## src/rtl/mem_bus_arbiter.sv

```systemverilog
// rtl/mem_bus_arbiter.sv - two-master arbiter for the shared memory/IO bus
// Round-robin between m0 and m1 by default; define ARB_FIXED_PRIO_EN to give m0 absolute priority.
module mem_bus_arbiter #(
   parameter int AW       = 9,
   parameter int DW       = 16,
   parameter int READ_LAT = 1
) (
   input  logic          clk,
   input  logic          reset,
   input  logic [1:0]    m0_cmd,
   input  logic [AW-1:0] m0_addr,
   input  logic [DW-1:0] m0_wdata,
   output logic          m0_ack,
   output logic [DW-1:0] m0_rdata,
   input  logic [1:0]    m1_cmd,
   input  logic [AW-1:0] m1_addr,
   input  logic [DW-1:0] m1_wdata,
   output logic          m1_ack,
   output logic [DW-1:0] m1_rdata,
   output logic [1:0]    mem_cmd,
   output logic [AW-1:0] mem_addr,
   output logic [DW-1:0] write_data,
   input  logic [DW-1:0] read_data,
   output logic [1:0]    grant,
   output logic          busy
);

   localparam logic [1:0] CMD_NONE = 2'b00;
   localparam logic [1:0] CMD_WR   = 2'b01;
   localparam logic [1:0] CMD_RD   = 2'b10;

   typedef enum logic [1:0] {IDLE, ACCESS, RDWAIT, DONE} state_t;

   state_t        state_q, state_d;
   logic [1:0]    cmd_q, cmd_d;
   logic [1:0]    gnt_q, gnt_d;
   logic [AW-1:0] addr_q, addr_d;
   logic [DW-1:0] wdata_q, wdata_d;
   logic [DW-1:0] m0_rdata_q, m0_rdata_d;
   logic [DW-1:0] m1_rdata_q, m1_rdata_d;
   logic [2:0]    cnt_q, cnt_d;
   logic          m0_req, m1_req, pick_m1, bus_on;
`ifndef ARB_FIXED_PRIO_EN
   logic          rr_last_q, rr_last_d;
`endif

   // 2'b11 is treated as no request so it can never reach the bus
   assign m0_req = (m0_cmd == CMD_RD) || (m0_cmd == CMD_WR);
   assign m1_req = (m1_cmd == CMD_RD) || (m1_cmd == CMD_WR);

`ifdef ARB_FIXED_PRIO_EN
   assign pick_m1 = m1_req && !m0_req;
`else
   // rr_last_q=1 means m1 owned the previous transaction
   assign pick_m1 = m1_req && (!m0_req || !rr_last_q);
`endif

   always_comb begin
      state_d    = state_q;
      cmd_d      = cmd_q;
      gnt_d      = gnt_q;
      addr_d     = addr_q;
      wdata_d    = wdata_q;
      cnt_d      = cnt_q;
      m0_rdata_d = m0_rdata_q;
      m1_rdata_d = m1_rdata_q;
`ifndef ARB_FIXED_PRIO_EN
      rr_last_d  = rr_last_q;
`endif
      case (state_q)
         IDLE: begin
            if (m0_req || m1_req) begin
               gnt_d   = pick_m1 ? 2'b10 : 2'b01;
               cmd_d   = pick_m1 ? m1_cmd : m0_cmd;
               addr_d  = pick_m1 ? m1_addr : m0_addr;
               wdata_d = pick_m1 ? m1_wdata : m0_wdata;
`ifndef ARB_FIXED_PRIO_EN
               rr_last_d = pick_m1;
`endif
               state_d = ACCESS;
            end
         end
         ACCESS: begin
            if (cmd_q == CMD_RD) begin
               cnt_d   = 3'(READ_LAT);
               state_d = RDWAIT;
            end else begin
               state_d = DONE;
            end
         end
         RDWAIT: begin
            cnt_d = cnt_q - 3'd1;
            if (cnt_q == 3'd1) begin
               if (gnt_q[1]) m1_rdata_d = read_data;
               else          m0_rdata_d = read_data;
               state_d = DONE;
            end
         end
         DONE:    state_d = IDLE;
         default: state_d = IDLE;
      endcase
   end

   always_ff @(posedge clk or negedge reset) begin
      if (!reset) begin
         state_q    <= IDLE;
         cmd_q      <= CMD_NONE;
         gnt_q      <= 2'b00;
         addr_q     <= '0;
         wdata_q    <= '0;
         cnt_q      <= 3'd0;
         m0_rdata_q <= '0;
         m1_rdata_q <= '0;
`ifndef ARB_FIXED_PRIO_EN
         rr_last_q  <= 1'b1;
`endif
      end else begin
         state_q    <= state_d;
         cmd_q      <= cmd_d;
         gnt_q      <= gnt_d;
         addr_q     <= addr_d;
         wdata_q    <= wdata_d;
         cnt_q      <= cnt_d;
         m0_rdata_q <= m0_rdata_d;
         m1_rdata_q <= m1_rdata_d;
`ifndef ARB_FIXED_PRIO_EN
         rr_last_q  <= rr_last_d;
`endif
      end
   end

   // Bus is decoded from state so reset clears it without waiting for a clock
   assign bus_on     = (state_q == ACCESS) || (state_q == RDWAIT);
   assign mem_cmd    = bus_on ? cmd_q : CMD_NONE;
   assign mem_addr   = bus_on ? addr_q : '0;
   assign write_data = bus_on ? wdata_q : '0;
   assign busy       = (state_q != IDLE);
   assign grant      = busy ? gnt_q : 2'b00;
   assign m0_ack     = (state_q == DONE) && gnt_q[0];
   assign m1_ack     = (state_q == DONE) && gnt_q[1];
   assign m0_rdata   = m0_rdata_q;
   assign m1_rdata   = m1_rdata_q;

endmodule

```

## config.mk

```make
export PLATFORM = sky130hd
export DESIGN_NAME = mem_bus_arbiter
export DESIGN_NICKNAME = d
export VERILOG_FILES = /design/src/rtl/mem_bus_arbiter.sv
export SDC_FILE = /design/constraint.sdc
export NUM_CORES = 1
export LEC_CHECK = 0
export ABC_AREA = 1
export CAP_MARGIN = 20
export CORE_MARGIN = 5
export CORE_UTILIZATION = 46
export CTS_CLUSTER_SIZE = 28
export DETAILED_ROUTE_END_ITERATION = 12
export MAX_ROUTING_LAYER = met4
export PLACE_DENSITY = 0.95
export SKIP_CTS_REPAIR_TIMING = 1
export SYNTH_ARGS = -nofsm -noshare
export SYNTH_HDL_FRONTEND = slang
export SYNTH_SLANG_ARGS = --single-unit
```

## constraint.sdc

```tcl
create_clock -name clk -period 2.85 [get_ports clk]
set_input_delay 0.4275 -clock clk [delete_from_list [all_inputs] [get_ports clk]]
set_output_delay 0.4275 -clock clk [all_outputs]
set_load 0.02 [all_outputs]
```

; Word level (Yosys, flattened, before mapping)
; Cells that the tools add are included.
; W data, S select, Z words.
[classes]
add_sub_neg = 1
eq_ne = 12
mux = 14
n_bitwise = 1
n_reduce_logical = 18
[ops]
columns = cell, n
row1 = $mux W16, 2
row2 = $mux W9, 2
row3 = $mux W2, 6
row4 = $eq A2 B2 Y1 const B, 5
row5 = $pmux W2 S4, 1
row6 = $eq A2 B1 Y1 const B, 3
row7 = $ne A2 B2 Y1 const B, 3
row8 = $pmux W3 S2, 1
row9 = $reduce_and A2 Y1, 3
row10 = $reduce_and A3 Y1, 2
row11 = $logic_or A1 B1 Y1, 5
row12 = $reduce_bool A2 Y1, 2
row13 = $eq A3 B1 Y1 const B, 1
row14 = $logic_and A1 B1 Y1, 3
row15 = $mux W3, 1
row16 = $sub A3 B1 Y3 const B, 1
row17 = $logic_not A1 Y1, 2
row18 = $logic_not A2 Y1, 1
row19 = $mux W1, 1
row20 = $not A1 Y1, 1
[word_totals]
reg_bits = 67
input_bits = 72
elab_cells = 55

; Longest topological paths before layout
[depth]
ltp_word = 6
depth_mapped = 10
mapped_depth_nobuf = 8

; Least setup slack after synthesis
; Ideal clock, no wire load.
[synth_path]
path_type = reg-to-output
start = register state_q[0]
end = output mem_addr[0]
t_arrival_ns = 1.523
path_slack_ns = 0.899
path_stages_with_launch = 7
n_path_buf = 2
path_cell_list = dfrtp_1 -> inv_1 -> ha_1 -> clkbuf_1 -> clkbuf_1 -> nand2_1 -> inv_1
[synth_between]
elab_chain_len = 3
word_cells_on_any_way = 4
[synth_lines]
columns = element, line_no
row1 = "start, declared", 34  ; state_t state_q, state_d;
row2 = "start signal, assigned", 118  ; state_q <= state_d;
row3 = $eq A2 B1 Y1 / $eq A2 B2 Y1 (equally long branches), 133  ; assign bus_on = (state_q == ACCESS) || (state_q == RDWAIT);
row4 = $logic_or A1 B1 Y1 (*), 133
row5 = $mux W9 (*), 135  ; assign mem_addr = bus_on ? addr_q : '0;
row6 = "end, declared", 21  ; output logic [AW-1:0] mem_addr,
; Mark *: on every way between the ends. The rest lies on a longest branch, timed or not.

; Final worst setup path
[layout_path]
start = register state_q[0]
end = output write_data[13]
[layout_between]
elab_chain_len = 3
word_cells_on_any_way = 4
[layout_lines]
columns = element, line_no
row1 = $eq A2 B1 Y1 / $eq A2 B2 Y1 (equally long branches), 133
row2 = $logic_or A1 B1 Y1 (*), 133
row3 = $mux W16 (*), 136  ; assign write_data = bus_on ? wdata_q : '0;
row4 = "end, declared", 22  ; output logic [DW-1:0] write_data,
; Marked as above.

==> results.ini <==
[cts]
cts_buffers = 9
root_buffer = clkbuf_8
clock-sinks = 67
clk_pin_slew_ps = 80
cts_tree = done
htree_levels = 3
clockBufferDepth = 2
clk_latency_ps = 340

[final_layout]
final_cell_mix = nand2_1, clkdlybuf4s50_1, dfrtp_1, inv_1, o21ai_0
multi_input_area_sq_mm = 0.00133
area_delta_synth_final_pct = 48.4
layout.cells.non_filler = 695
mostFrequentLayoutCell = nand2_1
post-route-cell-area_sq_mm = 0.00499
layout.nets = 670
num_antenna_cells = 0
seqCellArea_sq_mm = 0.00168
final_layout_size_suffix_gt1_share_pct = 5.20
n_fill_cell = 518

[sta]
clock_skew_ps = 9.87
min_period_ps = 2620
slew_headroom_pct = 43.6
hold_viol = 0
max_freq_mhz = 381
setup_ws_ps = 226
fin_crit_sh_pct = 92.1
worst_slew_pin_slew_ps = 845
finalSetupTns_ps = 0
finalSetupViolCount = 0
rsz0062_at_grt = no
final-max-slew-violation-count = 0

[drt]
via_count = 3371
drt_wl_total_um = 9700
wl_met1_um = 3620
drt_iter0_markers = 154
avgViaCountPerCell = 4.85
highest_layer = met4
dr_wl_met3_um = 648
antenna_left = 0
first_pass_iters = 4
post_drt_wl_per_cell_um = 14.0
drc_errors = 0
route.met2.wl_um = 5030

[critical_path]
path_depth = 6
critPathTopFamily = buffers and inverters
cp_max_fo = 15
worst_setup_path_end_kind = output port
crit_chain = inv_1 -> ha_1 -> buf_4 -> nand2_1 -> inv_1 -> clkdlybuf4s50_1
crit_type = reg -> out
worst-r2r-cell-count = 7
cp_common_cell = inv_1
start_kind = register
cp.required_ps = 2420
cpPeakStageDelay_ps = 650
worst_path_max_delay_cell = clkdlybuf4s50_1
cp_num_buf_inv = 4
crit_arrival_ps = 2200

[yosys]
syn_avg_cell_area_sq_um = 7.32
yosysWarnings = 0
ys_types = 19
syn_nets = 538
synth_edf_count = 0
synth_area_sq_mm = 0.00336
async_reset_ff_share_pct = 100
synth_seq_cells = 67
synthFlopType = dfrtp_1
ys_seq_area_share_pct = 49.9
synth_cells = 459

[placement]
dp_hpwl_um = 7180
port_buffers = 135
placed_cells = 678
dpl-instance-area_sq_mm = 0.00477
place.gp.congestion = 0.753
dp_slack_ps = 335

[grt]
grt_max_degree = 68
grt_usage_pct = 22.6
grt_pass1_wl_um = 15600
antenna_found_initial = 0
grt_pass1_vias = 3485
grt-ovfl-total = 0

[power_and_ir_drop]
power_w = 0.00575
power.density_mw_per_mm2 = 1150
peakVddDrop_mv = 0.646
power_leakage_nw = 2.69

[run_status]
outcome = finished, final reports clean

[floorplanning]
die_x_um = 95.5
die_h_um = 95.5
dieArea_sq_mm = 0.00912
row_count = 31
io_pins = 136
initial_core_util_pct = 46.8
coreArea_sq_mm = 0.00718

[worst_hold_path]
hold_class = in -> async

[flow_run]
max-cap-violations = 0

registers in the layout, summed over array words and instances (netlist names):
| signal | flops |
|---|---|
| addr_q | 9 |
| cnt_q | 3 |
| cmd_q | 2 |
| rr_last_q | 1 |
| state_q | 2 |
| gnt_q | 2 |
| m1_rdata | 16 |
| m0_rdata | 16 |
| wdata_q | 16 |
path summary, 6_finish.rpt:
| path | start | to | slack, ps |
|---|---|---|---|
| worst max-delay path | state_q[0] | write_data[13] | 230 |
| worst min-delay path | reset | wdata_q[11] | 280 |
| worst max register to register | state_q[0] | cnt_q[0] | 950 |
| worst min register to register | rr_last_q | rr_last_q | 480 |
| max in group asynchronous | reset | addr_q[2] | 2030 |
| min in group clk | rr_last_q | rr_last_q | 480 |
per-layer routing:
metal / vias up / global-route usage (%)
met3: 43 / 5.52
met4: 0 / 11.6
met2: 120 / 39.5
met1: 1556 / 23.4
li1: 1652 / -
met5: - / -
power breakdown:
part / switching, W / internal, W / total [W]
registers: 0.000267 / 0.00142 / 0.00168
clock network: 0.000401 / 0.000419 / 0.000819
logic: 0.00186 / 0.00139 / 0.00325
cells in the mapped netlist (2+ instances only):
master      n  share of area [%]
buf_4       3               0.67
buf_2       7                1.0
nand2_1   222                 25
nand3_1    34                5.1
clkbuf_1   10                1.1
nor2_2      2               0.37
inv_1      61                6.8
ha_1        7                2.6
nor2_1      2               0.22
dfrtp_1    66                 49
o21ai_0    35                5.2
buf_6       3                1.0
per-stage QoR:
| step | hold WS (ps) | util (%) |
|---|---|---|
| CTS | 292 | 69.3 |
| global route | 340 | 69.5 |
| finish | 278 | 69.5 |
| floorplan | 132 | - |
| detailed placement | 466 | 66.4 |
| global placement | 461 | 66.4 |
cell type report:
type                    instances  share of cell area [%]
flip-flops and latches         67                    33.6
repair buffers                144                    28.5
multi-input cells             308                    26.6
inverters                      61                    4.59
clock buffers                   9                    2.48
well taps                      99                    2.48
clock inverters                 7                    1.66
cells by family (layout without fill, tap and decap cells):
group                    after synthesis  after routing  share of synthesized area, %
AO/OA/AOI/OAI                         38             38                          5.77
adder cells (fa/ha/maj)                7              7                          2.61
buffers and inverters                 84            221                          10.6
flip-flops                            67             67                          49.9
AND/OR/NAND/NOR                      263            263                          31.1
worst reg2reg max path, stage by stage (launching register included):
cell	delay (ps)
dfrtp_1	430
inv_1	120
ha_1	310
buf_4	200
a21boi_0	400
nand2_1	170
nand2_1	100
nand2_1	50
Note: power is estimated with default switching activity, not from simulation.
